===== src/rtl/pmem_arbiter.sv =====
// pmem_arbiter: shares one physical-memory line port between the I-cache and
// D-cache miss engines. One line transfer is in flight at a time; the granted
// request's address, operation and write data are captured at grant, and the
// memory response is routed back to the owning cache only.
//
// Build option: define PMEM_ARB_RR_EN to arbitrate round-robin between the two
// caches when both request in the same IDLE cycle. Without it the D-cache has
// fixed priority (a D miss stalls the whole pipeline, so it goes first).
//
// Handshake: a cache raises its request and holds it, with address/data
// stable, until it sees its one-cycle resp pulse; the arbiter ignores request
// inputs outside IDLE. Memory sees a strobe held high from the cycle after
// grant until (and including) the cycle pmem_resp=1, then one TURN cycle with
// both strobes low before the next grant can be issued.
//
// dbg_state / dbg_last_served_d expose the FSM state and round-robin history.

module pmem_arbiter #(
  parameter int ADDR_WIDTH = 16,
  parameter int LINE_WIDTH = 128
) (
  input  logic                  clk,
  input  logic                  reset,
  // I-cache side
  input  logic [ADDR_WIDTH-1:0] i_req_address,
  input  logic                  i_req_read,
  output logic [LINE_WIDTH-1:0] i_rdata,
  output logic                  i_resp,
  // D-cache side
  input  logic [ADDR_WIDTH-1:0] d_req_address,
  input  logic                  d_req_read,
  input  logic                  d_req_write,
  input  logic [LINE_WIDTH-1:0] d_wdata,
  output logic [LINE_WIDTH-1:0] d_rdata,
  output logic                  d_resp,
  // memory side
  output logic [ADDR_WIDTH-1:0] pmem_address,
  output logic                  pmem_read,
  output logic                  pmem_write,
  output logic [LINE_WIDTH-1:0] pmem_wdata,
  input  logic [LINE_WIDTH-1:0] pmem_rdata,
  input  logic                  pmem_resp,
  // status
  output logic                  busy,
  output logic                  grant_d,
  // debug visibility
  output logic [1:0]            dbg_state,
  output logic                  dbg_last_served_d
);

  typedef enum logic [1:0] {
    IDLE    = 2'd0,
    GRANT_I = 2'd1,
    GRANT_D = 2'd2,
    TURN    = 2'd3
  } state_t;

  state_t                r_state;
  state_t                w_next_state;
  logic                  r_last_d;      // 1: D-cache was served last, 0: I-cache
  logic [ADDR_WIDTH-1:0] r_addr;
  logic                  r_op_read;
  logic                  r_op_write;
  logic [LINE_WIDTH-1:0] r_wdata;

  logic                  w_d_req;
  logic                  w_pick_d;
  logic                  w_load_i;
  logic                  w_load_d;
  logic                  w_done_i;
  logic                  w_done_d;

  // A D request is either a refill read or a writeback write.
  assign w_d_req = d_req_read | d_req_write;

`ifdef PMEM_ARB_RR_EN
  // Round-robin: with both active, the one not served last wins; a lone
  // requester always wins.
  assign w_pick_d = w_d_req & (~i_req_read | ~r_last_d);
`else
  // Fixed priority: any D request beats the I-cache.
  assign w_pick_d = w_d_req;
`endif

  // State register and round-robin history; reset abandons any transfer.
  always_ff @(posedge clk or posedge reset) begin
    if (reset) begin
      r_state  <= IDLE;
      r_last_d <= 1'b0;
    end else begin
      r_state <= w_next_state;
      if (w_done_d)      r_last_d <= 1'b1;
      else if (w_done_i) r_last_d <= 1'b0;
    end
  end

  // Next-state, grant strobes, memory strobes and response pulses.
  always_comb begin
    w_next_state = r_state;
    w_load_i     = 1'b0;
    w_load_d     = 1'b0;
    w_done_i     = 1'b0;
    w_done_d     = 1'b0;
    busy         = 1'b0;
    grant_d      = 1'b0;
    pmem_read    = 1'b0;
    pmem_write   = 1'b0;
    i_resp       = 1'b0;
    d_resp       = 1'b0;
    case (r_state)
      IDLE: begin
        if (w_pick_d) begin
          w_next_state = GRANT_D;
          w_load_d     = 1'b1;
        end else if (i_req_read) begin
          w_next_state = GRANT_I;
          w_load_i     = 1'b1;
        end
      end
      GRANT_I: begin
        busy       = 1'b1;
        pmem_read  = r_op_read;
        pmem_write = r_op_write;
        if (pmem_resp) begin
          i_resp       = 1'b1;
          w_done_i     = 1'b1;
          w_next_state = TURN;
        end
      end
      GRANT_D: begin
        busy       = 1'b1;
        grant_d    = 1'b1;
        pmem_read  = r_op_read;
        pmem_write = r_op_write;
        if (pmem_resp) begin
          d_resp       = 1'b1;
          w_done_d     = 1'b1;
          w_next_state = TURN;
        end
      end
      TURN: begin
        // Strobes low for one cycle so memory sees the edge; requesters
        // drop their request here.
        busy         = 1'b1;
        w_next_state = IDLE;
      end
      default: begin
        w_next_state = IDLE;
      end
    endcase
  end

  // Capture the winning request at grant. When a D request carries both read
  // and write, the writeback wins; the D-cache re-requests the refill later.
  always_ff @(posedge clk or posedge reset) begin
    if (reset) begin
      r_addr     <= '0;
      r_op_read  <= 1'b0;
      r_op_write <= 1'b0;
      r_wdata    <= '0;
    end else if (w_load_d) begin
      r_addr     <= d_req_address;
      r_op_read  <= ~d_req_write;
      r_op_write <= d_req_write;
      r_wdata    <= d_req_write ? d_wdata : '0;
    end else if (w_load_i) begin
      r_addr     <= i_req_address;
      r_op_read  <= 1'b1;
      r_op_write <= 1'b0;
      r_wdata    <= '0;
    end
  end

  // Read data reaches only the owner, and only during its resp cycle.
  assign i_rdata = i_resp ? pmem_rdata : '0;
  assign d_rdata = d_resp ? pmem_rdata : '0;

  assign pmem_address      = r_addr;
  assign pmem_wdata        = r_wdata;
  assign dbg_state         = r_state;
  assign dbg_last_served_d = r_last_d;

endmodule


===== config.mk =====
export PLATFORM = sky130hd
export DESIGN_NAME = pmem_arbiter
export DESIGN_NICKNAME = d
export VERILOG_FILES = /design/src/rtl/pmem_arbiter.sv
export SDC_FILE = /design/constraint.sdc
export NUM_CORES = 1
export LEC_CHECK = 0
export BUFFER_PORTS_ARGS = -buffer_cell sky130_fd_sc_hd__buf_2
export CAP_MARGIN = 0
export CORE_AREA = 3 3 272 274
export CTS_BUF_LIST = sky130_fd_sc_hd__clkbuf_8 sky130_fd_sc_hd__clkbuf_16
export CTS_CLUSTER_DIAMETER = 200
export DETAILED_ROUTE_END_ITERATION = 8
export DIE_AREA = 0 0 275 277
export SETUP_SLACK_MARGIN = 0.02
export SLEW_MARGIN = 10
export SYNTH_ARGS = -nofsm -noshare
export SYNTH_HDL_FRONTEND = slang
export SYNTH_SLANG_ARGS = --single-unit

===== constraint.sdc =====
create_clock -name clk -period 5.93 [get_ports clk]
set_input_delay 0.2965 -clock clk [delete_from_list [all_inputs] [get_ports clk]]
set_output_delay 0.2965 -clock clk [all_outputs]
set_load 0.01 [all_outputs]

; ---- Word level (Yosys, flattened, before mapping)
; Cells that the tools add are included.
[totals]
in_bits = 294
out_inout_bits = 409
register_bits = 149
wordCells = 48
[classes]
bitwise = 2
n_mux = 29
n_reduce_logical = 6
n_eq_ne = 5
[op_table]
columns = op, n
row1 = $mux W128, 5
row2 = $mux W16, 2
row3 = $mux W1, 18
row4 = $mux W2, 3
row5 = $pmux W2 S3, 1
row6 = $eq A2 B2 Y1 const B, 2
row7 = $reduce_bool A2 Y1, 2
row8 = $ne A3 B3 Y1 const B, 1
row9 = $reduce_or A3 Y1, 1
row10 = $eq A2 B1 Y1 const B, 1
row11 = $logic_not A2 Y1, 1
row12 = $ne A2 B1 Y1 const B, 1
row13 = $reduce_and A2 Y1, 1
row14 = $reduce_or A2 Y1, 1
row15 = $not A1 Y1, 1
row16 = $or A1 B1 Y1, 1

; ---- Longest topological paths before layout
[depth]
word_depth = 5
ltp_mapped = 8
mapped_depth_nobuf = 5

; ---- Worst setup path after synthesis
; OpenSTA, ideal clock, no wires.
[synth_timing]
path_kind = reg2out
startpoint = reg r_state[0] (netlist: dbg_state[0])
endpoint = out busy
required_ps = 5634
slack_ps = 4079
path_stages_with_launch = 7
t_arrival_ps = 1555
cell_sequence = dfrtp_1 -> inv_1 -> ha_1 -> buf_2 -> clkbuf_1 -> clkbuf_1 -> inv_1
[synth_between]
elab_chain_len = 3
word_cells_on_any_way = 5
cone_classes = eq/ne (3) / mux (1) / reduce/logical (1)
[synth_rtl]
columns = element, line
row1 = from (decl), 58  ; state_t r_state;
row2 = from (signal assigned), 91  ; r_state <= w_next_state;
row3 = $eq A2 B2 Y1 or $eq A2 B1 Y1 (tied branches), 110  ; case (r_state)
row4 = $reduce_or A3 Y1 (no line) (*), -
row5 = $mux W1 (*), 110
row6 = to (decl), 44  ; output logic busy,
; Mark *: on every way between the ends. The rest lies on a longest branch, timed or not.

; ---- Worst setup path after layout
[layout_timing]
startpoint = reg r_state[1] (netlist: dbg_state[1])
endpoint = out i_rdata[21]
[layout_between]
elab_chain_len = 3
[layout_rtl]
columns = element, line
row1 = $eq A2 B1 Y1, 110
row2 = $mux W1, 110
row3 = $mux W128, 175  ; assign i_rdata = i_resp ? pmem_rdata : '0;
row4 = to (decl), 27  ; output logic [LINE_WIDTH-1:0] i_rdata,
; No other way between the ends.

==> metrics.cfg <==
[global_route]
grt.overflow.total = 0
grt_use_total_pct = 10.7
antenna_found_initial = 39
grt_pass1_wl_um = 60100
grt_pass1_vias = 8874
grt_max_degree = 260

[cells_and_area]
drive_gt1_share_pct = 46.6
layout_common_cells = 700 x buf_2, 276 x nand2_1, 256 x and3_1
final_common_cell = buf_2
synthToLayoutAreaGrowth_pct = 65.0
fillCellCount = 8164
nets = 1897
final_util_pct = 18.1

[clock_tree]
htreeDepth = 4
cts_tree = built
clk_latency_ns = 0.43
hold_buffers = 0
postCtsResizedCells = 0
cts_buffers = 17
cts_root_buf = clkbuf_16
cts.clk_slew.worst_paths_ns = 0.07
cts_buffer_depth = 2
post_cts_buffers = 0
cts.sinks = 149

[critical_path]
crit_path_start_kind = flop
crit_slowest_cell = buf_4
path_delay_family = buffers and inverters
crit_chain = inv_1, ha_4, buf_4, and3_1, buf_2
cp_slowest_stage_delay_ns = 0.68
arrival_ns = 2.63
critPathCaptureType = primary output
worstPathRequired_ns = 5.63
worst-path-buf-inv = 3
critPathKind = reg2out
worstPathMaxFanout = 96

[route]
routed_via_density = 3.68
drt-total-wl_um = 43600
vias = 9514
dr.pass1.iters = 7
wl_per_cell_um = 16.9
drt_iter0_markers = 768
final_antenna_net_count = 0
drc = 0

[synthesis]
yosysSeqAreaShare_pct = 47.4
synth.cell_area_sq_um = 7870
synth_nets = 1272
ys_ff_latch = 149
postSynthCellCount = 973
synth_cell_types = 20
yosysWarnings = 0
syn_area_per_cell_sq_um = 8.09

[min_path]
hp-class = in2async

[timing]
timing.fmax_mhz = 342
slew_headroom_pct = 24.8
tightest_slew_ns = 1.13
hold_slack_ns = 0.0348
setup_viol = 0
setup_ws_ns = 3.00
drv_slew = 0
fin_skew_ns = 0.00932
layout_min_cycle_time_ns = 2.93
post-route-period-util_pct = 49.4
fin_setup_tns_ns = 0
hold_viol_final = 0
rsz0062_at_grt = false

[placement]
dp_hpwl_um = 34600
post-place-ws_ns = 3.47
io_buffers = 702
gp_congestion = 0.896

[power_and_ir_drop]
ir_worst_vdd_mv = 0.248
p_total_mw = 5.36
leakage_nw = 8.43
power_density_nw_per_um2 = 413

[run_status]
outcome = finished clean

[die]
die_h_um = 277
dieWidth_um = 275
dieArea_sq_um = 76200
coreArea_sq_um = 71600
num_rows = 98
pin_count = 703
initial_core_util_pct = 11.0

[run]
max_cap_viol_count = 0

## per-stage QoR
step,instances,instance area [sq um]
4_1_cts,2561,12900
3_3_place_gp,2529,12300
5_1_grt,2564,12900
2_1_floorplan,973,7870
3_5_place_dp,2529,12300
6_report,2586,13000
## sequential cells by signal, summed over array words and instances (netlist names)
signal             flops
r_op_read              1
dbg_state              2
r_op_write             1
pmem_wdata           128
dbg_last_served_d      1
pmem_address          16
## per-layer routing
layer / vias up / routed length [um] / GRT usage [%]
li1: 4565 / - / -
met1: 4361 / 16300 / 11.9
met2: 506 / 20100 / 17.6
met3: 56 / 5980 / 5.79
met4: 26 / 1020 / 2.95
met5: - / 172 / 0
## report_power, final
group / switching, mW / internal (mW) / total [mW] / leakage, nW
Clock: 0.516 / 0.640 / 1.16 / 0.297
Combinational: 1.64 / 0.929 / 2.57 / 6.21
Sequential: 0.218 / 1.41 / 1.63 / 1.92
Total: 2.37 / 2.98 / 5.36 / 8.43
## synthesized netlist by cell type (all sizes together)
library cell | n | area share, %
and3 | 256 | 20
o31ai | 1 | 0.27
and2 | 3 | 0.24
nor2 | 2 | 0.095
mux2 | 1 | 0.14
o21ai | 18 | 1.2
a32oi | 1 | 0.11
inv | 7 | 0.33
ha | 5 | 0.80
nand3 | 129 | 8.2
mux2i | 18 | 2.3
a21o | 1 | 0.095
buf | 15 | 0.97
dfrtp | 149 | 47
a21oi | 1 | 0.064
clkbuf | 90 | 4.3
nand2 | 276 | 13
## final timing paths
path / startpoint / to / slack, ns / cells after the start
max: dbg_state[1] / i_rdata[21] / 3.00 / 5
min: reset / pmem_wdata[84] / 0.03 / 2
max reg2reg: dbg_state[0] / pmem_wdata[51] / 3.40 / 6
min reg2reg: pmem_wdata[11] / pmem_wdata[11] / 0.46 / 2
max in group asynchronous: reset / pmem_wdata[27] / 4.50 / 3
min in group clk: d_wdata[99] / pmem_wdata[99] / 0.09 / 3
## cells by family after synthesis
kind of cell / synth area share [%]
and+or+nand+nor: 42.1
DFF: 47.4
buffers and inverters: 5.60
AOI/OAI and AO/OA: 1.73
muxes: 2.43
adders and majority gates: 0.795
## area by class of cell
type | instances | area, sq um | area share (%)
multi-input combinational | 712 | 3740 | 28.8
sequential | 149 | 3730 | 28.7
timing repair buffer | 711 | 3620 | 27.9
tap | 950 | 1190 | 9.16
clock buffer | 17 | 425 | 3.28
clock inverter | 15 | 185 | 1.43
antenna | 25 | 62.6 | 0.482
inverter | 7 | 31.3 | 0.241
Power figures use the tool's default switching activity.
